--- src/rtl/ctrl_alu_if.sv ---
// Issue-side packet, bypass network, resolved branch outputs and statistics
// counters of the control ALU, bundled for the issue (master) and ALU (slave) ends.
interface ctrl_alu_if #(
  parameter int ISSUE_WIDTH       = 4,
  parameter int SIZE_DATA         = 32,
  parameter int SIZE_PC           = 32,
  parameter int SIZE_PHYSICAL_LOG = 7,
  parameter int SIZE_IMM          = 26
);
  logic                                             valid_i;
  logic [7:0]                                       opcode_i;
  logic [1:0]                                       ctrl_type_i;
  logic [SIZE_PC-1:0]                               pc_i;
  logic [SIZE_IMM-1:0]                              immed_i;
  logic [SIZE_PC-1:0]                               pred_npc_i;
  logic                                             pred_dir_i;
  logic [SIZE_PHYSICAL_LOG-1:0]                     phy_src1_i;
  logic [SIZE_PHYSICAL_LOG-1:0]                     phy_src2_i;
  logic [SIZE_DATA-1:0]                             src1_data_i;
  logic [SIZE_DATA-1:0]                             src2_data_i;
  logic [ISSUE_WIDTH-1:0]                           byp_valid_i;
  logic [ISSUE_WIDTH-1:0][SIZE_PHYSICAL_LOG-1:0]    byp_tag_i;
  logic [ISSUE_WIDTH-1:0][SIZE_DATA-1:0]            byp_data_i;
  logic [SIZE_DATA-1:0]                             result_o;
  logic [SIZE_PC-1:0]                               next_pc_o;
  logic                                             dir_o;
  logic                                             mispredict_o;
  logic                                             dest_valid_o;
  logic [31:0]                                      stat_pred_o;
  logic [31:0]                                      stat_corr_o;
  logic [31:0]                                      stat_recover_o;
  logic [31:0]                                      stat_cond_pred_o;
  logic [31:0]                                      stat_cond_corr_o;
  logic [31:0]                                      stat_ret_pred_o;
  logic [31:0]                                      stat_ret_corr_o;

  modport master (
    output valid_i, opcode_i, ctrl_type_i, pc_i, immed_i, pred_npc_i, pred_dir_i,
           phy_src1_i, phy_src2_i, src1_data_i, src2_data_i,
           byp_valid_i, byp_tag_i, byp_data_i,
    input  result_o, next_pc_o, dir_o, mispredict_o, dest_valid_o,
           stat_pred_o, stat_corr_o, stat_recover_o, stat_cond_pred_o,
           stat_cond_corr_o, stat_ret_pred_o, stat_ret_corr_o
  );

  modport slave (
    input  valid_i, opcode_i, ctrl_type_i, pc_i, immed_i, pred_npc_i, pred_dir_i,
           phy_src1_i, phy_src2_i, src1_data_i, src2_data_i,
           byp_valid_i, byp_tag_i, byp_data_i,
    output result_o, next_pc_o, dir_o, mispredict_o, dest_valid_o,
           stat_pred_o, stat_corr_o, stat_recover_o, stat_cond_pred_o,
           stat_cond_corr_o, stat_ret_pred_o, stat_ret_corr_o
  );
endinterface

--- src/rtl/ctrl_alu.sv ---
// Control-pipe execution unit: bypass-resolved operands, branch/jump resolution,
// misprediction detection and clocked prediction statistics.
module ctrl_alu #(
    parameter int ISSUE_WIDTH       = 4,
    parameter int SIZE_DATA         = 32,
    parameter int SIZE_PC           = 32,
    parameter int SIZE_PHYSICAL_LOG = 7,
    parameter int SIZE_IMM          = 26
) (
    input logic        clk,
    input logic        reset,
    ctrl_alu_if.slave  bus
);

    localparam logic [7:0] OP_J    = 8'h01;
    localparam logic [7:0] OP_JAL  = 8'h02;
    localparam logic [7:0] OP_JR   = 8'h03;
    localparam logic [7:0] OP_JALR = 8'h04;
    localparam logic [7:0] OP_BEQ  = 8'h05;
    localparam logic [7:0] OP_BNE  = 8'h06;
    localparam logic [7:0] OP_BLEZ = 8'h07;
    localparam logic [7:0] OP_BGTZ = 8'h08;
    localparam logic [7:0] OP_BLTZ = 8'h09;
    localparam logic [7:0] OP_BGEZ = 8'h0A;

    localparam logic [1:0] CT_COND   = 2'd1;
    localparam logic [1:0] CT_RETURN = 2'd2;

    // Lowest-index matching bypass port wins, so scan from the top down.
    function automatic logic [SIZE_DATA-1:0] fwd(
        input logic [SIZE_PHYSICAL_LOG-1:0]                  tag,
        input logic [SIZE_DATA-1:0]                          rf,
        input logic [ISSUE_WIDTH-1:0]                        bv,
        input logic [ISSUE_WIDTH-1:0][SIZE_PHYSICAL_LOG-1:0] bt,
        input logic [ISSUE_WIDTH-1:0][SIZE_DATA-1:0]         bd
    );
        logic [SIZE_DATA-1:0] res;
        res = rf;
        for (int k = ISSUE_WIDTH - 1; k >= 0; k--) begin
            if (bv[k] && (bt[k] == tag)) res = bd[k];
        end
        return res;
    endfunction

    function automatic logic [SIZE_PC-1:0] branch_off(input logic [15:0] imm);
        logic signed [SIZE_PC-1:0] ext;
        ext = {{(SIZE_PC-16){imm[15]}}, imm};
        return SIZE_PC'(ext <<< 3);
    endfunction

    logic signed [SIZE_DATA-1:0] a;
    logic signed [SIZE_DATA-1:0] b;
    logic [SIZE_PC-1:0]          seq;
    logic [SIZE_PC-1:0]          taken_pc;
    logic [SIZE_PC-1:0]          next_pc;
    logic [SIZE_DATA-1:0]        result;
    logic                        dir;
    logic                        dest_valid;
    logic                        defined;
    logic                        mispredict;

    always_comb begin
        a          = fwd(bus.phy_src1_i, bus.src1_data_i, bus.byp_valid_i, bus.byp_tag_i, bus.byp_data_i);
        b          = fwd(bus.phy_src2_i, bus.src2_data_i, bus.byp_valid_i, bus.byp_tag_i, bus.byp_data_i);
        seq        = bus.pc_i + SIZE_PC'(8);
        taken_pc   = seq + branch_off(bus.immed_i[15:0]);
        next_pc    = seq;
        result     = '0;
        dir        = 1'b0;
        dest_valid = 1'b0;
        defined    = 1'b1;
        unique case (bus.opcode_i)
            OP_J, OP_JAL: begin
                next_pc = {bus.pc_i[SIZE_PC-1 -: 4], bus.immed_i, 2'b00};
                dir     = 1'b1;
            end
            OP_JR, OP_JALR: begin
                next_pc = SIZE_PC'(a);
                dir     = 1'b1;
            end
            OP_BEQ:  dir = (a == b);
            OP_BNE:  dir = (a != b);
            OP_BLEZ: dir = (a <= 0);
            OP_BGTZ: dir = (a > 0);
            OP_BLTZ: dir = (a < 0);
            OP_BGEZ: dir = (a >= 0);
            default: defined = 1'b0;
        endcase
        if (bus.opcode_i == OP_JAL || bus.opcode_i == OP_JALR) begin
            result     = SIZE_DATA'(seq);
            dest_valid = 1'b1;
        end
        if (bus.opcode_i >= OP_BEQ && bus.opcode_i <= OP_BGEZ && dir) next_pc = taken_pc;
        mispredict = bus.valid_i && defined && (next_pc != bus.pred_npc_i);
    end

    assign bus.next_pc_o    = next_pc;
    assign bus.result_o     = result;
    assign bus.dir_o        = dir;
    assign bus.dest_valid_o = dest_valid;
    assign bus.mispredict_o = mispredict;

    // Predicted direction is carried for the front end only; resolution is target based.
    logic unused_pred_dir;
    assign unused_pred_dir = bus.pred_dir_i;

    logic [31:0] stat_pred, stat_corr, stat_recover;
    logic [31:0] stat_cond_pred, stat_cond_corr, stat_ret_pred, stat_ret_corr;

    always_ff @(posedge clk or negedge reset) begin
        if (!reset) begin
            stat_pred      <= '0;
            stat_corr      <= '0;
            stat_recover   <= '0;
            stat_cond_pred <= '0;
            stat_cond_corr <= '0;
            stat_ret_pred  <= '0;
            stat_ret_corr  <= '0;
        end else if (bus.valid_i) begin
            stat_pred <= stat_pred + 32'd1;
            if (mispredict) stat_recover <= stat_recover + 32'd1;
            else            stat_corr    <= stat_corr + 32'd1;
            if (bus.ctrl_type_i == CT_COND) begin
                stat_cond_pred <= stat_cond_pred + 32'd1;
                if (!mispredict) stat_cond_corr <= stat_cond_corr + 32'd1;
            end
            if (bus.ctrl_type_i == CT_RETURN) begin
                stat_ret_pred <= stat_ret_pred + 32'd1;
                if (!mispredict) stat_ret_corr <= stat_ret_corr + 32'd1;
            end
        end
    end

    assign bus.stat_pred_o      = stat_pred;
    assign bus.stat_corr_o      = stat_corr;
    assign bus.stat_recover_o   = stat_recover;
    assign bus.stat_cond_pred_o = stat_cond_pred;
    assign bus.stat_cond_corr_o = stat_cond_corr;
    assign bus.stat_ret_pred_o  = stat_ret_pred;
    assign bus.stat_ret_corr_o  = stat_ret_corr;

endmodule

--- src/flat_wrapper.sv ---
// flat-port wrapper written by rule: the top's interface ports become plain ports
module ctrl_alu_flat 
#(
    parameter int ISSUE_WIDTH       = 4,
    parameter int SIZE_DATA         = 32,
    parameter int SIZE_PC           = 32,
    parameter int SIZE_PHYSICAL_LOG = 7,
    parameter int SIZE_IMM          = 26
)
  (clk, reset, bus_valid_i, bus_opcode_i, bus_ctrl_type_i, bus_pc_i, bus_immed_i, bus_pred_npc_i, bus_pred_dir_i, bus_phy_src1_i, bus_phy_src2_i, bus_src1_data_i, bus_src2_data_i, bus_byp_valid_i, bus_byp_tag_i, bus_byp_data_i, bus_result_o, bus_next_pc_o, bus_dir_o, bus_mispredict_o, bus_dest_valid_o, bus_stat_pred_o, bus_stat_corr_o, bus_stat_recover_o, bus_stat_cond_pred_o, bus_stat_cond_corr_o, bus_stat_ret_pred_o, bus_stat_ret_corr_o);
  ctrl_alu_if #(.ISSUE_WIDTH(ISSUE_WIDTH), .SIZE_DATA(SIZE_DATA), .SIZE_PC(SIZE_PC), .SIZE_PHYSICAL_LOG(SIZE_PHYSICAL_LOG), .SIZE_IMM(SIZE_IMM)) bus_i ();
  input logic clk;
  input logic reset;
  input wire logic [$bits(bus_i.valid_i)-1:0] bus_valid_i;
  input wire logic [$bits(bus_i.opcode_i)-1:0] bus_opcode_i;
  input wire logic [$bits(bus_i.ctrl_type_i)-1:0] bus_ctrl_type_i;
  input wire logic [$bits(bus_i.pc_i)-1:0] bus_pc_i;
  input wire logic [$bits(bus_i.immed_i)-1:0] bus_immed_i;
  input wire logic [$bits(bus_i.pred_npc_i)-1:0] bus_pred_npc_i;
  input wire logic [$bits(bus_i.pred_dir_i)-1:0] bus_pred_dir_i;
  input wire logic [$bits(bus_i.phy_src1_i)-1:0] bus_phy_src1_i;
  input wire logic [$bits(bus_i.phy_src2_i)-1:0] bus_phy_src2_i;
  input wire logic [$bits(bus_i.src1_data_i)-1:0] bus_src1_data_i;
  input wire logic [$bits(bus_i.src2_data_i)-1:0] bus_src2_data_i;
  input wire logic [$bits(bus_i.byp_valid_i)-1:0] bus_byp_valid_i;
  input wire logic [$bits(bus_i.byp_tag_i)-1:0] bus_byp_tag_i;
  input wire logic [$bits(bus_i.byp_data_i)-1:0] bus_byp_data_i;
  output wire logic [$bits(bus_i.result_o)-1:0] bus_result_o;
  output wire logic [$bits(bus_i.next_pc_o)-1:0] bus_next_pc_o;
  output wire logic [$bits(bus_i.dir_o)-1:0] bus_dir_o;
  output wire logic [$bits(bus_i.mispredict_o)-1:0] bus_mispredict_o;
  output wire logic [$bits(bus_i.dest_valid_o)-1:0] bus_dest_valid_o;
  output wire logic [$bits(bus_i.stat_pred_o)-1:0] bus_stat_pred_o;
  output wire logic [$bits(bus_i.stat_corr_o)-1:0] bus_stat_corr_o;
  output wire logic [$bits(bus_i.stat_recover_o)-1:0] bus_stat_recover_o;
  output wire logic [$bits(bus_i.stat_cond_pred_o)-1:0] bus_stat_cond_pred_o;
  output wire logic [$bits(bus_i.stat_cond_corr_o)-1:0] bus_stat_cond_corr_o;
  output wire logic [$bits(bus_i.stat_ret_pred_o)-1:0] bus_stat_ret_pred_o;
  output wire logic [$bits(bus_i.stat_ret_corr_o)-1:0] bus_stat_ret_corr_o;
  assign bus_i.valid_i = bus_valid_i;
  assign bus_i.opcode_i = bus_opcode_i;
  assign bus_i.ctrl_type_i = bus_ctrl_type_i;
  assign bus_i.pc_i = bus_pc_i;
  assign bus_i.immed_i = bus_immed_i;
  assign bus_i.pred_npc_i = bus_pred_npc_i;
  assign bus_i.pred_dir_i = bus_pred_dir_i;
  assign bus_i.phy_src1_i = bus_phy_src1_i;
  assign bus_i.phy_src2_i = bus_phy_src2_i;
  assign bus_i.src1_data_i = bus_src1_data_i;
  assign bus_i.src2_data_i = bus_src2_data_i;
  assign bus_i.byp_valid_i = bus_byp_valid_i;
  assign bus_i.byp_tag_i = bus_byp_tag_i;
  assign bus_i.byp_data_i = bus_byp_data_i;
  assign bus_result_o = bus_i.result_o;
  assign bus_next_pc_o = bus_i.next_pc_o;
  assign bus_dir_o = bus_i.dir_o;
  assign bus_mispredict_o = bus_i.mispredict_o;
  assign bus_dest_valid_o = bus_i.dest_valid_o;
  assign bus_stat_pred_o = bus_i.stat_pred_o;
  assign bus_stat_corr_o = bus_i.stat_corr_o;
  assign bus_stat_recover_o = bus_i.stat_recover_o;
  assign bus_stat_cond_pred_o = bus_i.stat_cond_pred_o;
  assign bus_stat_cond_corr_o = bus_i.stat_cond_corr_o;
  assign bus_stat_ret_pred_o = bus_i.stat_ret_pred_o;
  assign bus_stat_ret_corr_o = bus_i.stat_ret_corr_o;
  ctrl_alu #(.ISSUE_WIDTH(ISSUE_WIDTH), .SIZE_DATA(SIZE_DATA), .SIZE_PC(SIZE_PC), .SIZE_PHYSICAL_LOG(SIZE_PHYSICAL_LOG), .SIZE_IMM(SIZE_IMM)) u_core (.clk(clk), .reset(reset), .bus(bus_i));
endmodule
--- config.mk ---
export PLATFORM = sky130hd
export DESIGN_NAME = ctrl_alu_flat
export DESIGN_NICKNAME = d
export VERILOG_FILES = /design/src/rtl/ctrl_alu_if.sv /design/src/rtl/ctrl_alu.sv /design/src/flat_wrapper.sv
export SDC_FILE = /design/constraint.sdc
export NUM_CORES = 1
export LEC_CHECK = 0
export CAP_MARGIN = 20
export CORE_AREA = 2 2 244 246
export CTS_CLUSTER_SIZE = 24
export DETAILED_ROUTE_END_ITERATION = 8
export DIE_AREA = 0 0 246 248
export GPL_TIMING_DRIVEN = 0
export PLACE_DENSITY = 0.66
export SETUP_SLACK_MARGIN = 0.3
export SKIP_LAST_GASP = 1
export SLEW_MARGIN = 10
export SYNTH_ARGS = -nofsm -noshare
export SYNTH_HDL_FRONTEND = slang
export SYNTH_SLANG_ARGS = --single-unit
--- constraint.sdc ---
create_clock -name clk -period 12.61 [get_ports clk]
set_input_delay 3.1525 -clock clk [delete_from_list [all_inputs] [get_ports clk]]
set_output_delay 3.1525 -clock clk [all_outputs]
set_load 0.03 [all_outputs]
==> results.py <==
metrics = {
    "hold_path": {
        "hold_depth": 1,
        "min_path_type": "reg2reg",
        "worstHoldEndpoint": "u_core.bus.stat_recover_o[31]",
        "hold_start": "u_core.bus.stat_recover_o[31]",
    },
    "cts": {
        "clk_pin_slew_ps": 60,
        "tritoncts": "built",
        "worstSkewPairLatency_ps": 540,
        "clockBufferDepth": 3,
        "htree_levels": 1,
        "cts.sinks": 224,
        "numCtsBuffers": 23,
        "cts_root_buffer": "clkbuf_16",
    },
    "yosys": {
        "ys_warn_count": 0,
        "ys_ff_latch": 224,
        "synth_xor_area_share_pct": 17.5,
        "syn_avg_cell_area_sq_um": 8.22,
        "synth-edff-count": 0,
        "synth_flop_cell": "dfrtp_1",
        "synth-simple-area-share_pct": 25.6,
        "seq_area_frac_synth_pct": 29.0,
        "syn_nets": 2727,
        "synth_top_family_by_area": "simple AND/OR/NAND/NOR gates",
        "muxShareOfSynthArea_pct": 2.75,
        "synth_compound_area_share_pct": 18.4,
        "yosys.area_share.adder_pct": 2.44,
        "synthCells": 2348,
        "ys_types": 91,
        "netlist_area_sq_um": 19300,
        "synthArstFlopShare_pct": 100,
    },
    "grt": {
        "grtUsageTotal_pct": 32.0,
        "grt_pass1_vias": 21700,
        "grt_max_degree": 107,
        "antenna_found_initial": 19,
        "grt_pass1_wl_mm": 146,
        "grt_overflow_total": 0,
    },
    "floorplanning": {
        "start_util_pct": 33.0,
        "die-width_um": 246,
        "die_h_um": 248,
        "rows": 89,
        "coreArea_sq_um": 58500,
        "fp.dieArea_sq_um": 61000,
        "io_pins": 633,
    },
    "place": {
        "placedInstanceArea_sq_um": 26600,
        "place_congestion": 0.999,
        "placedCellCount": 3747,
        "io_buffers": 622,
        "dp_hpwl_mm": 85.1,
    },
    "timing": {
        "hold_violations": 0,
        "worst_pin_slew_ps": 1020,
        "relSlewSlack_pct": 31.3,
        "fin_hold_ws_ps": 471,
        "post-route-min-period_ps": 12320,
        "timing.fmax_ghz": 0.0812,
        "rsz0062_at_grt": "false",
        "setup_viol": 0,
        "fin_crit_sh_pct": 97.7,
        "slew_violations": 0,
        "fin_skew_ps": 22.9,
        "tns_ps": 0,
    },
    "routing": {
        "dr.pass1.iters": 6,
        "drt_iter0_drc": 2066,
        "via_per_inst": 5.83,
        "route.detailed.drc": 0,
        "antenna_left": 0,
        "vias": 22400,
        "routed_wl_mm": 102,
        "wl_per_cell_um": 26.6,
    },
    "critical_path": {
        "rr_startpoint": "u_core.bus.stat_ret_corr_o[8]",
        "rr_worst_depth": 15,
        "cp-start-kind": "input port",
        "cp_top_family": "buffers and inverters",
        "cp_max_fo": 10,
        "cpPeakStageDelay_ps": 760,
        "crit_path_cell_trace": "clkdlybuf4s50_1 > xor2_2 > nor4b_4 > nand2_4 > buf_6 > a211oi_2 > nor2_1 > a211o_1 > nor4_1 > and4_1 > a41o_1 > mux2_2 > or2_0 > buf_2 > nand2_2 > buf_4 > clkbuf_1 > nand2_1 > o21ai_0 > clkdlybuf4s50_1",
        "setup.worst_path.class": "in2out",
        "path_buf_inv": 6,
        "path_common_cell": "clkdlybuf4s50_1",
        "ff2ff_setup_slack_ps": 9270,
        "timing.rr.end": "u_core.bus.stat_ret_corr_o[30]",
        "slowest_stage": "clkdlybuf4s50_1",
        "critPathArrivalTime_ps": 9160,
        "endpoint_kind": "primary output",
        "cp.required_ps": 9460,
    },
    "layout": {
        "instances_no_fill": 3833,
        "drive_above_1_share_pct": 10.3,
        "final_common_cell": "clkdlybuf4s50_1",
        "nets": 3412,
        "syn2layout_area_growth_pct": 48.6,
        "final_cell_mix": "clkdlybuf4s50_1, dfrtp_1, nand2_1, xnor2_1, xor2_1",
        "final_area_sq_um": 28700,
    },
    "run_status": {
        "status": "finished, final reports clean",
    },
    "job": {
        "max_cap_viol_count": 0,
    },
    "power": {
        "p_per_area_nw_per_um2": 90.3,
        "irDropWorstVdd_mv": 0.137,
        "power_leakage_uw": 0.0118,
    },
}
==> worst reg2reg max path: stages, from the launching register on <==
cell,delay [ps]
dfrtp_1,410
and3_1,230
nand3_1,170
nor2_1,160
nand3_1,120
nor2_1,240
and3_1,220
and3_1,160
nand3_1,120
nor2_1,150
and3_1,210
and3_1,210
and3_1,240
nand2_1,70
nor4_1,360
xor2_1,210
==> logic make-up (layout without fill, tap and decap cells) <==
group | count (synthesis) | count (layout)
and+or+nand+nor | 948 | 948
AOI/OAI and AO/OA | 513 | 513
xor gates and xnor gates | 385 | 385
DFF | 224 | 224
buffers and inverters | 190 | 892
muxes | 51 | 51
adders and majority gates | 37 | 37
other | 0 | 10
==> power by group <==
part           internal, uW  total (uW)  switching, uW
logic                   416         984            568
registers               787         871           84.4
clock network           439         735            296
total                  1640        2590            948
==> routing by layer <==
layer,track usage (%),share of wire [%]
met1,38.9,39
met2,54.0,47
met3,6.47,7.9
met4,15.2,5.6
met5,0,0.13
==> state kept, by name, indices dropped and copies added (netlist names) <==
signal	count
u_core.bus.stat_corr_o	32
u_core.bus.stat_cond_corr_o	32
u_core.bus.stat_ret_pred_o	32
u_core.bus.stat_cond_pred_o	32
u_core.bus.stat_ret_corr_o	32
u_core.bus.stat_pred_o	32
u_core.bus.stat_recover_o	32
==> synthesized netlist by cell type, types with 9 or more instances <==
cell,n,area (sq um)
o21ai_0,88,440
ha_1,36,450
a22o_1,9,78.8
a211oi_1,19,143
a21o_1,18,135
nor4_2,11,138
xor2_1,184,1610
a2bb2oi_1,16,140
mux2i_1,36,360
buf_4,11,82.6
a221oi_1,46,403
nor4_1,47,294
o211ai_1,40,300
nor2b_1,13,81.3
o21a_1,15,113
a21oi_1,72,360
a31oi_1,24,150
inv_1,72,270
nor2_1,159,597
a22oi_1,22,165
or3_1,14,87.6
o21ai_1,33,165
xnor2_1,199,1740
buf_2,22,110
nand3_1,105,526
a221o_1,13,130
and2_1,56,350
and4_1,20,175
a211o_1,10,87.6
nand2_1,221,830
nand2b_1,10,62.6
clkbuf_1,73,274
nor3_1,108,541
o22ai_1,14,87.6
mux2_2,11,124
nand4_1,71,444
dfrtp_1,224,5610
and3_1,66,413
==> stage by stage <==
step / util [%] / power (uW) / worst slack [ps]
3_3_place_gp: 45.3 / 1800 / -2710
2_1_floorplan: - / 1340 / 1120
6_report: 49.1 / 2590 / 294
5_1_grt: 49.1 / 2700 / 246
4_1_cts: 47.9 / 2580 / 304
3_5_place_dp: 45.5 / 1820 / -2560
==> worst max-delay path by stage <==
stage	end	cells after the start	slack (ps)	from
floorplan	bus_mispredict_o	20	1120	bus_phy_src2_i[0]
global placement	bus_mispredict_o	22	-2710	bus_phy_src1_i[4]
detailed placement	bus_mispredict_o	22	-2560	bus_phy_src1_i[4]
CTS	bus_mispredict_o	25	300	bus_byp_tag_i[14]
global route	bus_mispredict_o	24	250	bus_byp_tag_i[27]
finish	bus_next_pc_o[26]	20	290	bus_byp_tag_i[27]
==> what timing repair did <==
action	4_1_cts	5_1_grt
setup endpoints to repair	31	14
setup buffers	19	15
hold buffers	0	0
pin swaps	15	22
gates resized for setup	135	126
==> final cells by class <==
type	count	area, sq um
Antenna cell	10	25.0
Buffer	117	639
Clock buffer	29	628
Clock inverter	13	189
Fill cell	5627	29800
Inverter	73	274
Multi-Input combinational cell	1934	13800
Sequential cell	224	5610
Tap cell	773	967
Timing Repair Buffer	660	6570
(Power assumes the default switching activity.)
==> variant 1, RTL diff (config.mk and constraints unchanged) <==
`ISSUE_WIDTH` is set to 4 in 3 places; all go to 5.
--- a/src/rtl/ctrl_alu_if.sv
+++ b/src/rtl/ctrl_alu_if.sv
@@ -3,3 +3,3 @@
 interface ctrl_alu_if #(
-  parameter int ISSUE_WIDTH       = 4,
+  parameter int ISSUE_WIDTH       = 5,
   parameter int SIZE_DATA         = 32,
--- a/src/rtl/ctrl_alu.sv
+++ b/src/rtl/ctrl_alu.sv
@@ -3,3 +3,3 @@
 module ctrl_alu #(
-    parameter int ISSUE_WIDTH       = 4,
+    parameter int ISSUE_WIDTH       = 5,
     parameter int SIZE_DATA         = 32,
--- a/src/flat_wrapper.sv
+++ b/src/flat_wrapper.sv
@@ -3,3 +3,3 @@
 #(
-    parameter int ISSUE_WIDTH       = 4,
+    parameter int ISSUE_WIDTH       = 5,
     parameter int SIZE_DATA         = 32,
Interface: changed (resized bus_byp_data_i, bus_byp_tag_i and bus_byp_valid_i); port bits go from 633 to 673. No check against the original RTL was run, so the function may have changed too.
==> variant 1 against the unedited design <==
- worst setup slack improved by 0.027 ns
- non-clock buffer count up 102
- global-route usage up 7.6 points
- register-to-register slack got worse by 0.05 ns
- final area up 6.7%
- first-iteration DRC count increased by 56%
- sequential cell count unchanged
- routed wire length grew 24%
- via count up 13%
- power rose by 0.62%
- synthesized area is 5.5% higher
- fmax up 0.22%
- largest cell class unchanged
==> variant 1: results (changes against the unedited design) <==
synth_fp_nets: 2915  # +6.9%
yosysWarnings: 0  # unchanged
grt_pass1_vias: 24156  # +11%
grt_antenna_before_repair: 7  # -12
port_buffers: 653  # +5.0%
grt.total_usage_pct: 39.5  # +7.6 points
crit_family: "simple AND/OR/NAND/NOR gates"
slowest_stage: "o21ai_1"
netlist_instances: 2496  # +6.3%
r2r_cells: 15  # unchanged
fin_nets: 3661  # +7.3%
numCtsBuffers: 20  # -13%
drt_pass1_iterations: 8  # +2
gp_congestion: 1.06  # +5.7%
cpPeakStageDelay_ns: 0.62  # -0.14 ns
min_delay_worst_endpoint: "u_core.bus.stat_cond_pred_o[31]"
r2r-start: "u_core.bus.stat_recover_o[2]"
max-vdd-ir-drop_v: 0.000137  # about the same
cp_max_fo: 8  # -2
dr.first_iter.drc_count: 3217  # +56%
fin_skew_ns: 0.0197  # -0.00320 ns
placed_area_mm2: 0.0279  # +5.1%
stdcell_count: 4033  # +5.2%
clkLatencyLatePin_ns: 0.52  # -0.02 ns
power_leakage_nw: 12.3  # +4.3%
fillCellCount: 5410  # -3.9%
grt_max_degree: 83  # -22%
dp_slack_ns: -1.98  # +0.578 ns
worst_pin_slew_ns: 1.02  # -0.000841 ns
fmax_ghz: 0.0814  # +0.22%
placed_cells: 3926  # +4.8%
arrival_ns: 9.14  # -0.02 ns
whs_path_depth: 1  # unchanged
r2r-end: "u_core.bus.stat_recover_o[31]"
status: "finished clean"
grt_pass1_wl_um: 174000  # +20%
hold_ws_ns: 0.476  # +0.00454 ns
vias: 25156  # +13%
ys_seq_area_share_pct: 27.5  # -1.5 points
synthTopCellsByArea: "dfrtp_1 28%, xnor2_1 12%, xor2_1 4.6%"
netSwitchingPower_mw: 1.00  # +5.8%
pg_seq_mw: 0.852  # -2%
dp_hpwl_um: 103000  # +21%
synth_cell_types: 96  # +5.5%
r2r_slack_ns: 9.22  # -0.05 ns
drive_gt1_share_pct: 13.1  # +2.8 points
synthTopCellsByCount: "280 x xnor2_1, 224 x dfrtp_1, 186 x nor2_1"
intPower_mw: 1.60  # -2.3%
hold_start: "u_core.bus.stat_cond_pred_o[31]"
wl_per_cell_um: 31.3  # +18%
cts_buffer_depth: 3  # unchanged
p_comb_mw: 1.07  # +9%
==> variant 1: cell count changes after synthesis, sizes merged, moves of 43 or more <==
cell	before	now
xnor2	199	283
xor2	186	107
nand3	105	181
and3	66	128
nand4	71	119
nand2	221	177
nor3	109	66
==> variant 1: cell families after synthesis <==
logic type      Yosys count  synth area share (%)
mux                      39                  2.02
compound gates          504                  17.8
buf+inv                 207                  4.39
flops                   224                  27.5
xor+xnor                392                  17.1
simple gates           1093                  28.8
fa+ha+maj                37                  2.31
==> variant 1: cell type report <==
type | instances | area, µm² | share of cell area, %
inverter | 52 | 195 | 0.638
timing repair buffer | 724 | 7200 | 23.5
clock inverter | 10 | 174 | 0.568
antenna | 5 | 12.5 | 0.0409
sequential | 224 | 5610 | 18.3
clock buffer | 25 | 559 | 1.83
buffer | 155 | 841 | 2.75
multi-input combinational | 2065 | 15100 | 49.2
tap | 773 | 967 | 3.16
==> variant 1: routing by layer <==
| metal | global-route usage [%] | share of wire [%] |
|---|---|---|
| met3 | 8.39 | 11 |
| met2 | 61.8 | 44 |
| met1 | 52.4 | 40 |
| met4 | 17.6 | 5.5 |
| met5 | 0 | 0.026 |
==> variant 1: how the worst max path moves through the flow <==
stage	start	to	cells past startpoint
3_5_place_dp	bus_byp_tag_i[26]	bus_mispredict_o	23
5_1_grt	bus_byp_tag_i[5]	bus_mispredict_o	24
3_3_place_gp	bus_byp_tag_i[23]	bus_mispredict_o	21
2_1_floorplan	bus_phy_src1_i[4]	bus_mispredict_o	20
6_report	bus_byp_tag_i[20]	bus_mispredict_o	20
4_1_cts	bus_pc_i[8]	bus_mispredict_o	29
==> variant 1: what timing repair did <==
action	CTS	global route
pin swaps	36	33
setup endpoints to repair	31	8
hold buffers	0	0
resized for setup	188	156
buffers inserted	43	24
==> variant 2, RTL diff (same settings) <==
Made on the original files. Make the reset (`reset`) synchronous in one clocked block.
--- a/src/rtl/ctrl_alu.sv
+++ b/src/rtl/ctrl_alu.sv
@@ -109,3 +109,3 @@
 
-    always_ff @(posedge clk or negedge reset) begin
+    always_ff @(posedge clk) begin
         if (!reset) begin
Check against the original RTL: differs if reset is asserted again (counterexample within 4 cycles, from zero or initial values and one cycle with reset low); with reset held inactive, the same outputs for 4 cycles.
==> variant 2 against the unedited design <==
- power is 24% lower
- worst setup slack better by 0.17 ns
- largest cell class unchanged
- cell count is 4.1% higher
- global-route usage is 1.2 points lower
- critical path type unchanged
- final area is 5.6% lower
- non-clock buffer count is 21 higher
- sequential cell count stayed put
- combinational power is 44% lower
- synthesized area is 4.4% lower
- routed wire length is 3.0% lower
- sequential power is 18% lower
- largest power group is now clock
- first-iteration DRC count is 5.8% higher
==> variant 2: results (changes against the unedited design) <==
port_buffers: 621  # -0.16%
swShare_pct: 31.3  # -5.3 points
drive_gt1_share_pct: 6.07  # -4.2 points
p_comb_mw: 0.552  # -44%
bufAreaShareNonClock_pct: 26.0  # +0.84 points
inv_count: 61  # -16%
ys_seq_area_share_pct: 24.3  # -4.7 points
grt_pass1_wl_um: 141000  # -3.2%
stdcell_count: 3991  # +4.1%
seq_share_pct: 16.6  # -3.0 points
cpPeakStageDelay_ns: 0.74  # -0.02 ns
hold_start: "u_core.bus.stat_cond_corr_o[31]"
placed_area_mm2: 0.0257  # -3.5%
status: "finished clean"
synthTopCellsByArea: "dfxtp_1 24%, xor2_1 8.9%, xnor2_1 7.6%"
synthTopCellsByCount: "281 x nor2_1, 224 x dfxtp_1, 207 x nand2_1"
fin_nets: 3545  # +3.9%
numCtsBuffers: 25  # +8.7%
dp_hpwl_um: 82400  # -3.2%
crit_start: "bus_byp_tag_i[25]"
synth_compound_area_share_pct: 20.3  # +1.9 points
async_flop_share_pct: 0  # -100 points
netlist_instances: 2496  # +6.3%
fillCellCount: 5904  # +4.9%
fin_skew_ns: 0.0296  # +0.00669 ns
grt_max_degree: 16  # -85%
vias: 22612  # +1.2%
synth_fp_nets: 2875  # +5.4%
synthMuxAreaShare_pct: 2.36  # -0.40 points
clk_share_pct: 2.96  # +0.12 points
diodes: 36  # +26
r2r-start: "u_core.bus.stat_cond_corr_o[5]"
synth-xor-area-share_pct: 16.5  # -1.0 points
gp_congestion: 1.04  # +4.6%
comb.multi_input.count: 2056  # +6.3%
wl_per_cell_um: 24.8  # -6.8%
dominantRegCellSynth: "dfxtp_1"
placed_cells: 3891  # +3.8%
grt_pass1_vias: 21336  # -1.8%
power_leakage_nw: 9.42  # -20%
dr.first_iter.drc_count: 2185  # +5.8%
[variant 2: cell types whose count changed in the layout (fill, tap and decap cells not counted), moves of 19 or more]
cell / unedited run / this run
o21ai_0: 75 / 133
o31ai_1: 4 / 25
xnor2_1: 194 / 157
nor2_1: 152 / 275
dfxtp_1: 0 / 224
diode_2: 10 / 36
a21oi_1: 67 / 99
a221oi_2: 26 / 7
nand3_1: 105 / 140
nor4_1: 44 / 13
clkbuf_1: 47 / 99
dfrtp_1: 224 / 0
o21ai_1: 35 / 7
buf_4: 48 / 20
[variant 2: repair_timing]
item / in CTS / in global routing
endpoints found under the setup margin: 30 / 30
gates resized for setup: 55 / 47
pin swaps: 5 / 12
setup buffers: 9 / 9
[variant 2: per-layer routing]
metal | wire [µm] | share of wire, % | GRT usage, %
met5 | 93 | 0.094 | 0
met4 | 5990 | 6.0 | 17.5
met3 | 10200 | 10 | 8.75
met2 | 44400 | 45 | 49.3
met1 | 38400 | 39 | 37.0
[variant 2: per-stage QoR]
| step | hold slack (ns) | utilization [%] | worst slack (ns) | TNS [ns] |
|---|---|---|---|---|
| final | 0.485 | 46.3 | 0.461 | 0 |
| after global routing | 0.507 | 46.3 | 0.284 | 0 |
| after CTS | 0.486 | 45.7 | 0.315 | 0 |
| after detailed placement | 0.476 | 43.9 | -1.27 | -16.45 |
| after global placement | 0.470 | 43.9 | -1.24 | -16.36 |
| after floorplan | 0.598 | - | 1.65 | 0 |
[variant 2: cells by family after synthesis]
family | count (synthesis)
fa+ha+maj | 37
compound gates | 551
flops | 224
buf+inv | 216
mux | 43
xor+xnor | 348
simple gates | 1077
